===== config.mk =====
export PLATFORM = sky130hd
export DESIGN_NAME = soc_vga_scanout_flat
export DESIGN_NICKNAME = d
export VERILOG_FILES = /design/src/rtl/soc_vga_scanout_if.sv /design/src/rtl/soc_vga_scanout.sv /design/src/flat_wrapper.sv
export SDC_FILE = /design/constraint.sdc
export NUM_CORES = 1
export LEC_CHECK = 0
export BUFFER_PORTS_ARGS = -buffer_cell sky130_fd_sc_hd__buf_2
export CAP_MARGIN = 0
export CORE_AREA = 5 5 92 94
export DETAILED_ROUTE_END_ITERATION = 8
export DIE_AREA = 0 0 97 99
export PLACE_DENSITY = 0.69
export SETUP_SLACK_MARGIN = 0.5
export SKIP_CTS_REPAIR_TIMING = 1
export SLEW_MARGIN = 20
export SYNTH_ARGS = -nofsm -noshare
export SYNTH_HDL_FRONTEND = slang
export SYNTH_SLANG_ARGS = --single-unit

===== constraint.sdc =====
create_clock -name clk -period 2.9 [get_ports clk]
set_input_delay 0.29 -clock clk [delete_from_list [all_inputs] [get_ports clk]]
set_output_delay 0.29 -clock clk [all_outputs]
set_load 0.005 [all_outputs]

===== src/rtl/soc_vga_scanout_if.sv =====
// soc_vga_scanout_if: framebuffer read-only byte port (address out, RGB332 data back one clk later)
interface soc_vga_scanout_if #(
  parameter int ADDR_WIDTH = 32
);
  logic [ADDR_WIDTH-1:0] word_addr_b;
  logic [7:0]            read_data_b;
  modport master (output word_addr_b, input read_data_b);
  modport slave  (input word_addr_b, output read_data_b);
endinterface


===== src/rtl/soc_vga_scanout.sv =====
// soc_vga_scanout: VGA timing, doubled-pixel framebuffer addressing, RGB332 to 4:4:4 expansion, frame irq
module soc_vga_scanout #(
  parameter int ADDR_WIDTH  = 32,
  parameter int PIX_DIV     = 4,
  parameter int H_ACTIVE    = 640,
  parameter int H_FP        = 16,
  parameter int H_SYNC      = 96,
  parameter int H_BP        = 48,
  parameter int V_ACTIVE    = 480,
  parameter int V_FP        = 10,
  parameter int V_SYNC      = 2,
  parameter int V_BP        = 33,
  parameter bit SYNC_POL    = 1'b0,
  parameter int SCALE_SHIFT = 1,
  parameter int FB_WIDTH    = 320
) (
  input  logic                clk,
  input  logic                res,
  input  logic                enable,
  soc_vga_scanout_if.master   fb,
  output logic [3:0]          vga_r,
  output logic [3:0]          vga_g,
  output logic [3:0]          vga_b,
  output logic                vga_hs,
  output logic                vga_vs,
  output logic                frame_irq
);
  localparam int H_TOTAL = H_ACTIVE + H_FP + H_SYNC + H_BP;
  localparam int V_TOTAL = V_ACTIVE + V_FP + V_SYNC + V_BP;
  localparam int DW = $clog2(PIX_DIV);
  localparam int HW = $clog2(H_TOTAL);
  localparam int VW = $clog2(V_TOTAL);
  localparam logic [DW-1:0] DIV_LAST = DW'(PIX_DIV - 1);
  localparam logic [HW-1:0] H_LAST   = HW'(H_TOTAL - 1);
  localparam logic [HW-1:0] H_ACT    = HW'(H_ACTIVE);
  localparam logic [HW-1:0] H_SS     = HW'(H_ACTIVE + H_FP);
  localparam logic [HW-1:0] H_SE     = HW'(H_ACTIVE + H_FP + H_SYNC - 1);
  localparam logic [VW-1:0] V_LAST   = VW'(V_TOTAL - 1);
  localparam logic [VW-1:0] V_ACT    = VW'(V_ACTIVE);
  localparam logic [VW-1:0] V_ALAST  = VW'(V_ACTIVE - 1);
  localparam logic [VW-1:0] V_SS     = VW'(V_ACTIVE + V_FP);
  localparam logic [VW-1:0] V_SE     = VW'(V_ACTIVE + V_FP + V_SYNC - 1);
  localparam logic [VW-1:0] V_MASK   = VW'((1 << SCALE_SHIFT) - 1);
  localparam logic [ADDR_WIDTH-1:0] STEP = ADDR_WIDTH'(FB_WIDTH);

  logic [DW-1:0]         div_q, div_d;
  logic [HW-1:0]         h_q, h_d;
  logic [VW-1:0]         v_q, v_d;
  logic [ADDR_WIDTH-1:0] base_q, base_d;
  logic                  en_q, en_d;
  logic [11:0]           rgb_q, rgb_d;
  logic                  hs_q, hs_d, vs_q, vs_d, irq_q, irq_d;
  logic                  tick, h_end, v_end, line_adv, active;
  logic [7:0]            d;

  always_comb begin
    tick     = div_q == DIV_LAST;
    h_end    = h_q == H_LAST;
    v_end    = v_q == V_LAST;
    line_adv = tick && h_end;
    active   = (h_q < H_ACT) && (v_q < V_ACT);
    d        = fb.read_data_b;
    div_d    = tick ? '0 : div_q + 1'b1;
    h_d      = tick ? (h_end ? '0 : h_q + 1'b1) : h_q;
    v_d      = line_adv ? (v_end ? '0 : v_q + 1'b1) : v_q;
    // one framebuffer line serves 2^SCALE_SHIFT display lines
    base_d   = !line_adv ? base_q :
               v_end ? '0 :
               ((v_q & V_MASK) == V_MASK && v_q < V_ACT) ? base_q + STEP : base_q;
    // the new frame's enable already governs its first pixel
    en_d     = (tick && h_q == '0 && v_q == '0) ? enable : en_q;
    rgb_d    = !tick ? rgb_q :
               (active && en_d) ? {d[7:5], d[7], d[4:2], d[4], d[1:0], d[1:0]} : '0;
    hs_d     = tick ? ((h_q >= H_SS && h_q <= H_SE) ? SYNC_POL : ~SYNC_POL) : hs_q;
    vs_d     = tick ? ((v_q >= V_SS && v_q <= V_SE) ? SYNC_POL : ~SYNC_POL) : vs_q;
    irq_d    = line_adv && v_q == V_ALAST;
  end

  always_ff @(posedge clk or negedge res) begin
    if (!res) begin
      div_q  <= '0;
      h_q    <= '0;
      v_q    <= '0;
      base_q <= '0;
      en_q   <= 1'b0;
      rgb_q  <= '0;
      hs_q   <= ~SYNC_POL;
      vs_q   <= ~SYNC_POL;
      irq_q  <= 1'b0;
    end else begin
      div_q  <= div_d;
      h_q    <= h_d;
      v_q    <= v_d;
      base_q <= base_d;
      en_q   <= en_d;
      rgb_q  <= rgb_d;
      hs_q   <= hs_d;
      vs_q   <= vs_d;
      irq_q  <= irq_d;
    end
  end

  assign fb.word_addr_b = base_q + ADDR_WIDTH'(h_q >> SCALE_SHIFT);
  assign {vga_r, vga_g, vga_b} = rgb_q;
  assign vga_hs    = hs_q;
  assign vga_vs    = vs_q;
  assign frame_irq = irq_q;
endmodule


===== src/flat_wrapper.sv =====
// flat-port wrapper written by rule: the top's interface ports become plain ports
module soc_vga_scanout_flat 
#(
  parameter int ADDR_WIDTH  = 32,
  parameter int PIX_DIV     = 4,
  parameter int H_ACTIVE    = 640,
  parameter int H_FP        = 16,
  parameter int H_SYNC      = 96,
  parameter int H_BP        = 48,
  parameter int V_ACTIVE    = 480,
  parameter int V_FP        = 10,
  parameter int V_SYNC      = 2,
  parameter int V_BP        = 33,
  parameter bit SYNC_POL    = 1'b0,
  parameter int SCALE_SHIFT = 1,
  parameter int FB_WIDTH    = 320
)
  (clk, res, enable, vga_r, vga_g, vga_b, vga_hs, vga_vs, frame_irq, fb_word_addr_b, fb_read_data_b);
  soc_vga_scanout_if #(.ADDR_WIDTH(ADDR_WIDTH)) fb_i ();
  input  logic clk;
  input  logic res;
  input  logic enable;
  output logic [3:0] vga_r;
  output logic [3:0] vga_g;
  output logic [3:0] vga_b;
  output logic vga_hs;
  output logic vga_vs;
  output logic frame_irq;
  output wire logic [$bits(fb_i.word_addr_b)-1:0] fb_word_addr_b;
  input wire logic [$bits(fb_i.read_data_b)-1:0] fb_read_data_b;
  assign fb_word_addr_b = fb_i.word_addr_b;
  assign fb_i.read_data_b = fb_read_data_b;
  soc_vga_scanout #(.ADDR_WIDTH(ADDR_WIDTH), .PIX_DIV(PIX_DIV), .H_ACTIVE(H_ACTIVE), .H_FP(H_FP), .H_SYNC(H_SYNC), .H_BP(H_BP), .V_ACTIVE(V_ACTIVE), .V_FP(V_FP), .V_SYNC(V_SYNC), .V_BP(V_BP), .SYNC_POL(SYNC_POL), .SCALE_SHIFT(SCALE_SHIFT), .FB_WIDTH(FB_WIDTH)) u_core (.clk(clk), .res(res), .enable(enable), .fb(fb_i), .vga_r(vga_r), .vga_g(vga_g), .vga_b(vga_b), .vga_hs(vga_hs), .vga_vs(vga_vs), .frame_irq(frame_irq));
endmodule

==> reports/qor.yml <==
run_status:
  status: "finished clean"
sta:
  finalSetupTns_ps: 0
  final.setup.worst_slack_ps: 313
  fin_skew_ps: 10.3
  maxSlewViolCount: 0
  post-route-period-util: 0.892
  setup_viol: 0
  relSlewSlack: 0.594
  fin_crit_ps: 2590
  max_freq_ghz: 0.387
  final_hold_viol_count: 0
  rsz0062_at_grt: "yes"
  worst_pin_slew_ps: 606
setup_path:
  worst_setup_path_end_kind: "primary output"
  critPathKind: "reg2out"
  arrival_ps: 2300
  path_delay_family: "simple AND/OR/NAND/NOR gates"
  cpPeakStageDelay_ps: 480
  required_ps: 2610
  cp_max_fo: 7
  path_cells: "nand4_1, or3_4, or4_4, nor3_4, xor2_1, buf_2"
  cp_slowest_cell: "or4_4"
  cp_num_buf_inv: 1
  worstSetupStartpointType: "register"
place:
  pre_cts_slack_ps: 394
  io_buffers: 57
  gp_congestion: 0.910
  dp.cells: 528
  dp_hpwl_mm: 6.06
synthesis:
  synth_ff_type: "dfrtp_1"
  synth_compound_area_frac: 0.133
  synth_mux_area_frac: 0.00955
  postSynthCellCount: 386
  yosysUniqueCellTypes: 48
  synth_top_area_frac: 0.410
  async_flop_share: 1.00
  yosysSeqAreaShare: 0.425
  yosys-top-cells-area: "dfrtp_1 41%, xor2_1 7.9%, ha_1 3.9%"
  synth_fa_ha_area_frac: 0.0389
  yosysWarnings: 0
  synth_top_family_by_area: "simple AND/OR/NAND/NOR gates"
  synth_xor_xnor_area_share: 0.109
  yosys.area_share.simple: 0.236
  syn_area_per_cell_um2: 9.17
  ys_ff_latch: 60
  synth-edff-count: 0
  synth_area_um2: 3540
  synth_nets: 408
  yosysTopAreaCell: "dfrtp_1"
cts:
  clk_pin_slew_ps: 70
  cts_buffers: 9
  clockRootBuffer: "clkbuf_8"
  clock_latency_ps: 340
  cts_tree: "done"
  cts.htree.levels: 3
  cts_max_path_buffers: 2
  clock_sinks: 60
global_routing:
  grt_pass1_vias: 2902
  grtUsageTotal: 0.175
  grt_antenna_before_repair: 0
  grt_max_degree: 45
  grt.overflow.total: 0
  grt_pass1_wl_mm: 13.9
final_layout:
  nNetsFinal: 486
  drive_above_1_share: 0.339
  regArea_um2: 1520
  layout_common_cells: "57 x buf_2, 42 x dfrtp_1, 33 x buf_4"
  utilization: 0.595
  fillCellCount: 654
  final_common_cell: "buf_2"
  multi_input_area_um2: 2050
  num_antenna_cells: 0
  final_cells: 571
  syn_to_final_growth_pct: 27.2
job:
  maxCapViolations: 0
pwr:
  p_sw_mw: 0.362
  vdd_drop_max_v: 0.000333
  p_leak_nw: 2.11
  powerDensity_nw_per_um2: 359
  p_seq_frac: 0.524
  p_comb_frac: 0.028
  p_int_mw: 1.25
  p_sw_frac: 0.224
  power.share.clock: 0.448
min_path:
  min_path_type: "in2reg"
route:
  drt_pass1_iterations: 4
  final_antenna_net_count: 0
  first_iter_violations: 167
  wl_mm: 9.31
  drc: 0
  vias_per_cell: 5.76
  via_count: 3290
  drt-wirelength-per-cell_um: 16.3
floorplan:
  pin_count: 58
  die_h_um: 99
  rows: 32
  die_w_um: 97
  fp.dieArea_um2: 9600
  initial_core_util: 0.468
  core_area_um2: 7570
==> cell usage after synthesis, types with 2 or more instances <==
library cell / instances
a21o_1: 2
a21oi_1: 17
a22o_1: 2
a32o_1: 8
and3_1: 4
buf_2: 6
buf_4: 6
clkbuf_1: 15
dfrtp_1: 58
dfstp_2: 2
ha_1: 11
inv_1: 8
mux2_2: 2
nand2_1: 29
nand3_1: 14
nand4_1: 14
nor2_1: 33
nor2b_1: 2
nor3_1: 18
nor3_2: 2
nor4_1: 6
nor4b_1: 2
o211ai_1: 8
o21ai_0: 21
o21ai_1: 3
o31ai_1: 4
or3_1: 18
or4_1: 8
or4_4: 2
xnor2_1: 12
xor2_1: 32
==> stage by stage <==
| step | hold WS (ps) | total power [mW] | instance area, um2 |
|---|---|---|---|
| global route | 191 | 1.68 | 4500 |
| detailed placement | 240 | 0.908 | 3900 |
| CTS | -128 | 1.63 | 4080 |
| floorplan | -5.59 | 0.876 | 3540 |
| finish | 201 | 1.62 | 4500 |
| global placement | 238 | 0.907 | 3900 |
==> layout make-up <==
type | instances | area share
clock inverter | 5 | 0.0117
clock buffer | 11 | 0.0292
inverter | 9 | 0.00751
multi-input combinational | 290 | 0.456
sequential | 60 | 0.339
tap | 102 | 0.0284
timing repair buffer | 94 | 0.128
==> routing by layer <==
metal / up-vias / track usage / share of wire
li1: 1545 / - / -
met1: 1596 / 0.230 / 0.41
met2: 124 / 0.275 / 0.49
met3: 25 / 0.0460 / 0.069
met4: 0 / 0.0724 / 0.030
met5: - / 0 / 0
==> path summary, 6_finish.rpt <==
path | endpoint | cells after the start | from | slack [ps]
max in group asynchronous | u_core.h_q[7]$_DFFE_PN0N_ | 3 | res | 1570
max reg2reg | u_core.base_q[30]$_DFFE_PN0P_ | 7 | u_core.base_q[17]$_DFFE_PN0P_ | 420
max | fb_word_addr_b[30] | 6 | u_core.base_q[17]$_DFFE_PN0P_ | 310
min in group asynchronous | u_core.base_q[31]$_DFFE_PN0P_ | 2 | res | 410
min | u_core.rgb_q[10]$_DFFE_PN0N_ | 2 | fb_read_data_b[6] | 200
min reg2reg | u_core.div_q[0]$_DFF_PN0_ | 1 | u_core.div_q[0]$_DFF_PN0_ | 430
==> sequential cells by signal, indices dropped and copies added, names as in the netlist <==
register / flops
u_core.rgb_q: 8
u_core.en_q: 1
u_core.frame_irq: 1
u_core.div_q: 2
u_core.base_q: 26
u_core.vga_hs: 1
u_core.vga_vs: 1
u_core.v_q: 10
u_core.h_q: 10
==> power by group through the flow <==
stage / logic [mW] / registers (mW) / clock network [mW]
4_1_cts: 0.0459 / 0.847 / 0.741
5_1_grt: 0.0521 / 0.847 / 0.782
3_3_place_gp: 0.0451 / 0.862 / 0
2_1_floorplan: 0.0130 / 0.863 / 0
6_report: 0.0451 / 0.847 / 0.724
3_5_place_dp: 0.0460 / 0.862 / 0
==> worst register-to-register path: stages, from the launching register on <==
cell	delay (ps)
dfrtp_1	440
nand4_1	160
or3_4	440
or4_4	480
buf_4	160
buf_4	130
or4_4	470
a21oi_2	140
==> cells by family after synthesis <==
logic type	Yosys count
AOI/OAI and AO/OA	73
xor gates and xnor gates	44
adders and majority gates	11
buffers and inverters	37
DFF	60
muxes	3
other	1
and+or+nand+nor	157
Power figures use the tool's default switching activity.
